--- src/rtl/pipe_ctrl.sv ---
// Pipeline hazard/halt controller: stall, flush and drain sequencing for a 5-stage core,
// plus saturating stall and redirect-flush event counters.
module pipe_ctrl (
    input  logic        clk,
    input  logic        reset,
    input  logic [4:0]  id_rs1,
    input  logic [4:0]  id_rs2,
    input  logic        id_rs1_used,
    input  logic        id_rs2_used,
    input  logic [4:0]  ex_rd,
    input  logic        ex_memread,
    input  logic        ex_halt,
    input  logic        ex_redirect,
    input  logic        mem_req,
    input  logic        mem_ready,
    output logic        pc_write,
    output logic        if_id_write,
    output logic        id_ex_write,
    output logic        ex_mem_write,
    output logic        mem_wb_write,
    output logic        if_id_flush,
    output logic        id_ex_flush,
    output logic        halted,
    output logic [15:0] stall_cnt,
    output logic [15:0] flush_cnt
);

    typedef enum logic [1:0] {
        RUN    = 2'd0,
        DRAIN  = 2'd1,
        HALTED = 2'd2
    } state_t;

    state_t      state_q, state_d;
    logic [1:0]  drain_q, drain_d;
    logic [15:0] stall_cnt_q, stall_cnt_d;
    logic [15:0] flush_cnt_q, flush_cnt_d;
    logic        halted_q, halted_d;

    logic mem_wait;
    logic rs1_hit, rs2_hit, load_use;
    logic stall_inc, flush_inc;

    always_comb begin
        mem_wait = mem_req & ~mem_ready;
        rs1_hit  = id_rs1_used & (id_rs1 == ex_rd);
        rs2_hit  = id_rs2_used & (id_rs2 == ex_rd);
        // x0 is never written, so a load targeting it can never create a hazard
        load_use = ex_memread & (ex_rd != 5'd0) & (rs1_hit | rs2_hit);
    end

    always_comb begin
        pc_write     = 1'b0;
        if_id_write  = 1'b0;
        id_ex_write  = 1'b0;
        ex_mem_write = 1'b0;
        mem_wb_write = 1'b0;
        if_id_flush  = 1'b0;
        id_ex_flush  = 1'b0;
        state_d      = state_q;
        drain_d      = drain_q;
        halted_d     = halted_q;
        stall_inc    = 1'b0;
        flush_inc    = 1'b0;

        if (mem_wait) begin
            // Whole pipeline freezes; FSM and drain counter hold
            stall_inc = (state_q != HALTED);
        end else begin
            case (state_q)
                RUN: begin
                    if (ex_halt) begin
                        if_id_flush  = 1'b1;
                        id_ex_flush  = 1'b1;
                        if_id_write  = 1'b1;
                        id_ex_write  = 1'b1;
                        ex_mem_write = 1'b1;
                        mem_wb_write = 1'b1;
                        state_d      = DRAIN;
                        drain_d      = 2'd2;
                    end else if (ex_redirect) begin
                        pc_write     = 1'b1;
                        if_id_write  = 1'b1;
                        id_ex_write  = 1'b1;
                        ex_mem_write = 1'b1;
                        mem_wb_write = 1'b1;
                        if_id_flush  = 1'b1;
                        id_ex_flush  = 1'b1;
                        flush_inc    = 1'b1;
                    end else if (load_use) begin
                        // Hold PC and IF/ID, inject one bubble into ID/EX
                        id_ex_write  = 1'b1;
                        id_ex_flush  = 1'b1;
                        ex_mem_write = 1'b1;
                        mem_wb_write = 1'b1;
                        stall_inc    = 1'b1;
                    end else begin
                        pc_write     = 1'b1;
                        if_id_write  = 1'b1;
                        id_ex_write  = 1'b1;
                        ex_mem_write = 1'b1;
                        mem_wb_write = 1'b1;
                    end
                end
                DRAIN: begin
                    if_id_flush  = 1'b1;
                    id_ex_flush  = 1'b1;
                    if_id_write  = 1'b1;
                    id_ex_write  = 1'b1;
                    ex_mem_write = 1'b1;
                    mem_wb_write = 1'b1;
                    if (drain_q <= 2'd1) begin
                        drain_d  = 2'd0;
                        state_d  = HALTED;
                        halted_d = 1'b1;
                    end else begin
                        drain_d  = drain_q - 2'd1;
                    end
                end
                HALTED: begin
                    halted_d = 1'b1;
                end
                default: begin
                    state_d  = RUN;
                    drain_d  = 2'd0;
                    halted_d = 1'b0;
                end
            endcase
        end

        stall_cnt_d = (stall_inc && stall_cnt_q != 16'hFFFF) ? stall_cnt_q + 16'd1 : stall_cnt_q;
        flush_cnt_d = (flush_inc && flush_cnt_q != 16'hFFFF) ? flush_cnt_q + 16'd1 : flush_cnt_q;
    end

    always_ff @(posedge clk or negedge reset) begin
        if (!reset) begin
            state_q     <= RUN;
            drain_q     <= 2'd0;
            stall_cnt_q <= 16'd0;
            flush_cnt_q <= 16'd0;
            halted_q    <= 1'b0;
        end else begin
            state_q     <= state_d;
            drain_q     <= drain_d;
            stall_cnt_q <= stall_cnt_d;
            flush_cnt_q <= flush_cnt_d;
            halted_q    <= halted_d;
        end
    end

    assign halted    = halted_q;
    assign stall_cnt = stall_cnt_q;
    assign flush_cnt = flush_cnt_q;

endmodule
--- config.mk ---
export PLATFORM = sky130hd
export DESIGN_NAME = pipe_ctrl
export DESIGN_NICKNAME = d
export VERILOG_FILES = /design/src/rtl/pipe_ctrl.sv
export SDC_FILE = /design/constraint.sdc
export NUM_CORES = 1
export LEC_CHECK = 0
export BUFFER_PORTS_ARGS = -buffer_cell sky130_fd_sc_hd__buf_2
export CORE_MARGIN = 2
export CORE_UTILIZATION = 55
export DETAILED_ROUTE_END_ITERATION = 8
export GPL_ROUTABILITY_DRIVEN = 0
export GPL_TIMING_DRIVEN = 0
export HOLD_SLACK_MARGIN = 0.08
export MAX_ROUTING_LAYER = met4
export PLACE_DENSITY_LB_ADDON = 0.12
export SLEW_MARGIN = 20
export SYNTH_ARGS = -nofsm -noshare
export SYNTH_HDL_FRONTEND = slang
export SYNTH_SLANG_ARGS = --single-unit
--- constraint.sdc ---
create_clock -name clk -period 5.4 [get_ports clk]
set_clock_uncertainty 0.1 [all_clocks]
set_input_delay 0.27 -clock clk [delete_from_list [all_inputs] [get_ports clk]]
set_output_delay 0.27 -clock clk [all_outputs]
set_load 0.005 [all_outputs]
# --- Word-level counts from Yosys, hierarchy flattened ---
# Index checks and enable logic that the tools add are counted.
# Widths: inputs -> output; s select.
word_totals:
  wordCells: 70
  register_bits: 37
  output_inout_bits: 40
classes:
  n_bitwise: 10
  eq_ne: 9
  muxes: 34
  n_reduce_logical: 8
  magnitude_cmp: 1
  n_addsub: 3
ops:
  columns: ["operator", "n"]
  rows:
  - ["$add 16x1->16 const B", 2]
  - ["$ne 16x16->1 const B", 2]
  - ["$mux 1", 24]
  - ["$pmux 2 s3", 2]
  - ["$eq 5x5->1", 2]
  - ["$mux 2", 4]
  - ["$ne 2x2->1 const B", 3]
  - ["$pmux 1 s2", 3]
  - ["$reduce_and 3->1", 2]
  - ["$and 1x1->1", 5]
  - ["$reduce_bool 5->1", 1]
  - ["$not 1->1", 4]
  - ["$reduce_and 4->1", 1]
  - ["$pmux 1 s3", 1]
  - ["$eq 2x1->1 const B", 1]
  - ["$eq 2x2->1 const B", 1]
  - ["$le 2x1->1 const B", 1]
  - ["$logic_and 1x1->1", 2]
  - ["$logic_not 2->1", 1]
  - ["$reduce_or 2->1", 1]
  - ["$sub 2x1->2 const B", 1]
  - ["$or 1x1->1", 1]

# --- Logic depth before layout (Yosys ltp) ---
logic_depth:
  depth_word: 10
  depth_mapped: 9

# --- Worst setup path before layout ---
# OpenSTA, ideal clock, no wires.
synth_path:
  kind: "reg2reg"
  from: "register state_q[0]"
  to: "register flush_cnt_q[8], in the netlist flush_cnt[8]"
  period_less_slack_ns: 2.025
  setup_time_ns: 0.125
  arrival_time_ns: 1.800
  slack_ns: 3.375
  n_path_buf: 0
  stages_incl_launch_ff: 8
  cell_sequence: "dfrtp_1 -> inv_1 -> ha_1 -> nor2b_1 -> nand2_1 -> nor4_1 -> nand3_1 -> xnor2_1"
synth_between:
  elab_chain_cells: 4
synth_lines:
  columns: ["item", "line", "text"]
  rows:
  - ["from (decl)", "34", "state_t state_q, state_d;"]
  - ["from (signal assigned)", "143", "state_q <= state_d;"]
  - ["$logic_not 2->1", "70", "case (state_q)"]
  - ["$mux 1", "70", null]
  - ["$mux 1", "66", "if (mem_wait) begin"]
  - ["$logic_and 1x1->1", "132", "flush_cnt_d = (flush_inc && flush_cnt_q != 16'hFFFF) ? flush_cnt_q + 16'd1 : flush_cnt_q;"]
  - ["to (signal assigned)", "146", "flush_cnt_q <= flush_cnt_d;"]
  - ["to (decl)", "37", "logic [15:0] flush_cnt_q, flush_cnt_d;"]
# Every way passes these cells.
# A chain may end at the register's enable or synchronous reset.

# --- Worst setup path after layout ---
# Same ends and word-level chain as after synthesis.

==> results by group <==
Status
  • Status: completed

Global route
  • First-pass GRT wire length: 7550 um
  • Vias in the first global route: ~1700
  • GRT Total Usage: between 20% and 30%
  • Antenna violations before repair: 0
  • GRT overflow: 0
  • Pin count of the biggest net entering global routing: 38

Critical path
  • CP max stage delay: roughly 0.8 ns
  • CP max FO: 5
  • Critical Path RT: 5.47 ns
  • Crit path arrival time: 2.50 ns
  • Start point of the critical path: state_q[0]
  • Crit path kind: register to register
  • Worst reg2reg setup slack: roughly 3.0 ns
  • Critical Path Start Type: register
  • CP top delay family: simple AND/OR/NAND/NOR gates
  • Crit path cell chain: inv_1 > ha_1 > nor2b_1 > nand2_1 > nor4_1 > nand3_1 > xnor2_1
  • Critical Path End Type: register
  • Crit-path slowest cell: nor4_1
  • Worst Path Buf+Inv: 1
  • Launching point of the worst reg2reg path: state_q[0]

Layout
  • Number of fillers in the final layout: 303
  • Nets: about 300
  • Area grow syn2layout: 24.8%
  • Diodes inserted: 0
  • Share of cells above drive strength 1: between 30 and 40%

STA
  • Fin crit share: 44.9%
  • Max Freq: 412 MHz
  • Slew @ Worst Pin: a little under 0.9 ns
  • Fin. Hold Viols: 0
  • Unrepaired setup endpoints after global routing: no
  • Max-slew violation count: 0
  • Final setup fails: 0
  • Minimum clock period: 2.43 ns
  • Rel. slew slack: a little over two fifths
  • Setup WS post-layout: 2.97 ns
  • Sum Neg Setup Slack: 0 ns

Clocking
  • H-tree depth: 2
  • CTS root buffer: clkbuf_8
  • Clock Pin Slew Worst Setup and Hold Paths: roughly 0.080 ns
  • CTS tree: done
  • Post-CTS Hold Buffers: 1
  • Maximum clock path buffer count: 2
  • Setup Buffers After CTS: 0
  • Post-CTS Resized: 0
  • Clock Latency Late Sink: roughly 0.29 ns
  • CTS sink cnt: 37
  • Cts bufs inserted: 5

Routing
  • DR vias/cell: roughly 5.4
  • DRC: 0
  • Wire length per cell: approximately 14 um
  • Via count: approximately 1700
  • Routed WL: approximately 4300 um
  • Drt first pass iters: 4
  • Detail Route Antenna Nets: 0
  • Violation count after the first detailed-route iteration: between 70 and 80

Power
  • Proportion of power drawn by the clock network: 27.1%
  • Leakage: roughly 0.0012 uW
  • Comb power frac: a little under a third
  • Reg power frac: about two fifths
  • Power per Cell Area: between 300 and 400 nW/um^2
  • P_int: 623 uW
  • Switching share of power: between 30% and 40%
  • Maximum vdd drop: between 0.15 and 0.2 mV
  • Switch Pwr: between 300 and 400 uW

Min path
  • Hold Crit Class: primary input to register
  • Hold_sp: ex_halt

Floorplan
  • Core region area: 3610 um^2
  • Starting Density: between 50% and 60%
  • Full die area: between 4000 and 5000 um^2
  • Top Ports: 64
  • Die Height: 64.7 um
  • Die span in x: 64.7 um
  • Std-Cell Rows: 22

Synthesis
  • Area share of the largest cell type after synthesis: 45.7%
  • Syn Area/Cell: 10.3 um^2
  • Post-Synth XOR/XNOR Area: 16.9%
  • Post-Synth Simple-Gate Area: about a quarter
  • Adder-cell share of the synthesized area: slightly above 3%
  • Synth warn: 0
  • Synth Cell Area: ~2000 um^2
  • Register area share after synthesis: roughly 46%
  • Synth Instances: between 150 and 200
  • Post-synthesis compound-gate area fraction: 4.14%
  • Synth area leaders: dfrtp_1 (46%), xnor2_1 (16%), nand4_1 (4.3%)
  • Netlist cell types: 35
  • Post-synthesis register bit count: 37
  • Mux contribution to synthesized area: 2.22%
  • Cell accounting for the most synthesized area: dfrtp_1
  • Largest family of logic cells by synthesized area: simple AND/OR/NAND/NOR gates
  • Mapped Nets: 225

Run
  • Max Cap Violations: 0

Placement
  • Dpl ws: just under 3 ns
  • HPWL Detailed: 3150 um
  • Port Buffers: 63
-- worst min-delay path: stages --
cell,delay [ns]
buf_2,0.11
a21oi_1,0.07
nor2_1,0.10
-- flip-flops by register name (all words and copies together), names as in the netlist --
register   flops
state_q        2
stall_cnt     16
flush_cnt     16
drain_q        2
halted         1
-- metal layers --
layer / vias up / GRT usage (%) / share of wire (%) / wire (um)
met2: 46 / 39.7 / 50 / 2130
met4: 0 / 7.18 / 1.7 / 71
li1: 821 / - / - / -
met1: 824 / 29.9 / 44 / 1880
met5: - / - / 0 / 0
met3: 8 / 5.56 / 4.9 / 209
-- synthesized netlist by cell type --
library cell  count
xnor2_1          36
buf_6             1
and2_4            1
and4_1            2
xor2_1            3
nand4_1          14
buf_4             2
inv_1             5
o22ai_1           1
a31oi_1           1
a21oi_1           6
nand3_2           5
mux2_2            4
or4_1             1
nand2b_1          2
nor3b_2           2
nor3_1            5
dfrtp_1          37
and3_1            6
nor2b_1           3
or3_1             2
ha_1              5
nor4_1            1
o21ai_1           1
o21ai_0           1
buf_8             1
o2bb2ai_2         1
nor2_1           10
a21o_1            1
o22a_1            1
nand4b_1          1
nand2_1          21
buf_2             1
nand3_1          11
nor4_2            1
-- logic make-up after synthesis --
family / after synthesis
mux: 4
simple gates: 88
flops: 37
xor+xnor: 39
fa+ha+maj: 5
buf+inv: 10
compound gates: 13
-- worst paths after layout --
path / cells after the start / endpoint
max in group asynchronous: 2 / flush_cnt[7]
setup reg to reg: 7 / flush_cnt[8]
setup / recovery: 7 / flush_cnt[8]
min in group asynchronous: 2 / halted
hold / removal: 3 / drain_q[1]
hold reg to reg: 1 / stall_cnt[9]
-- cell type report --
cell class	instances	area, um^2	area share [%]
Clock buffer	7	86.3	3.42
Buffer	5	46.3	1.83
Tap cell	48	60.1	2.38
Clock inverter	1	30.0	1.19
Multi-Input combinational cell	149	1030	40.9
Inverter	5	18.8	0.743
Sequential cell	37	926	36.6
Timing Repair Buffer	64	325	12.9
-- cells in the final DEF (no fill, tap or decap), drive strengths merged, types with 2 or more instances in the layout --
master,count
buf,68
dfrtp,37
xnor2,36
nand2,21
nand3,16
nand4,14
nor2,10
clkbuf,7
a21oi,6
and3,6
inv,5
nor3,5
ha,5
mux2,4
nor2b,3
xor2,3
nand2b,2
and4,2
or3,2
nor3b,2
o21ai,2
nor4,2
-- power groups by stage --
stage	clock network, uW	registers [uW]	logic (uW)
2_1_floorplan	0	381	176
3_3_place_gp	0	384	288
3_5_place_dp	0	385	294
4_1_cts	259	380	298
5_1_grt	271	391	333
6_report	251	380	294
-- through the flow --
stage               util [%]  hold slack [ns]  cells  cell area (um^2)  total power (uW)
floorplan                  -           -0.126    196              2030               558
global placement        66.6            0.305    307              2400               672
detailed placement      66.6            0.309    307              2400               679
CTS                     70.1            0.194    316              2530               937
global route            70.1            0.221    316              2530               995
finish                  70.1            0.199    316              2530               925
Power figures use the tool's default switching activity.
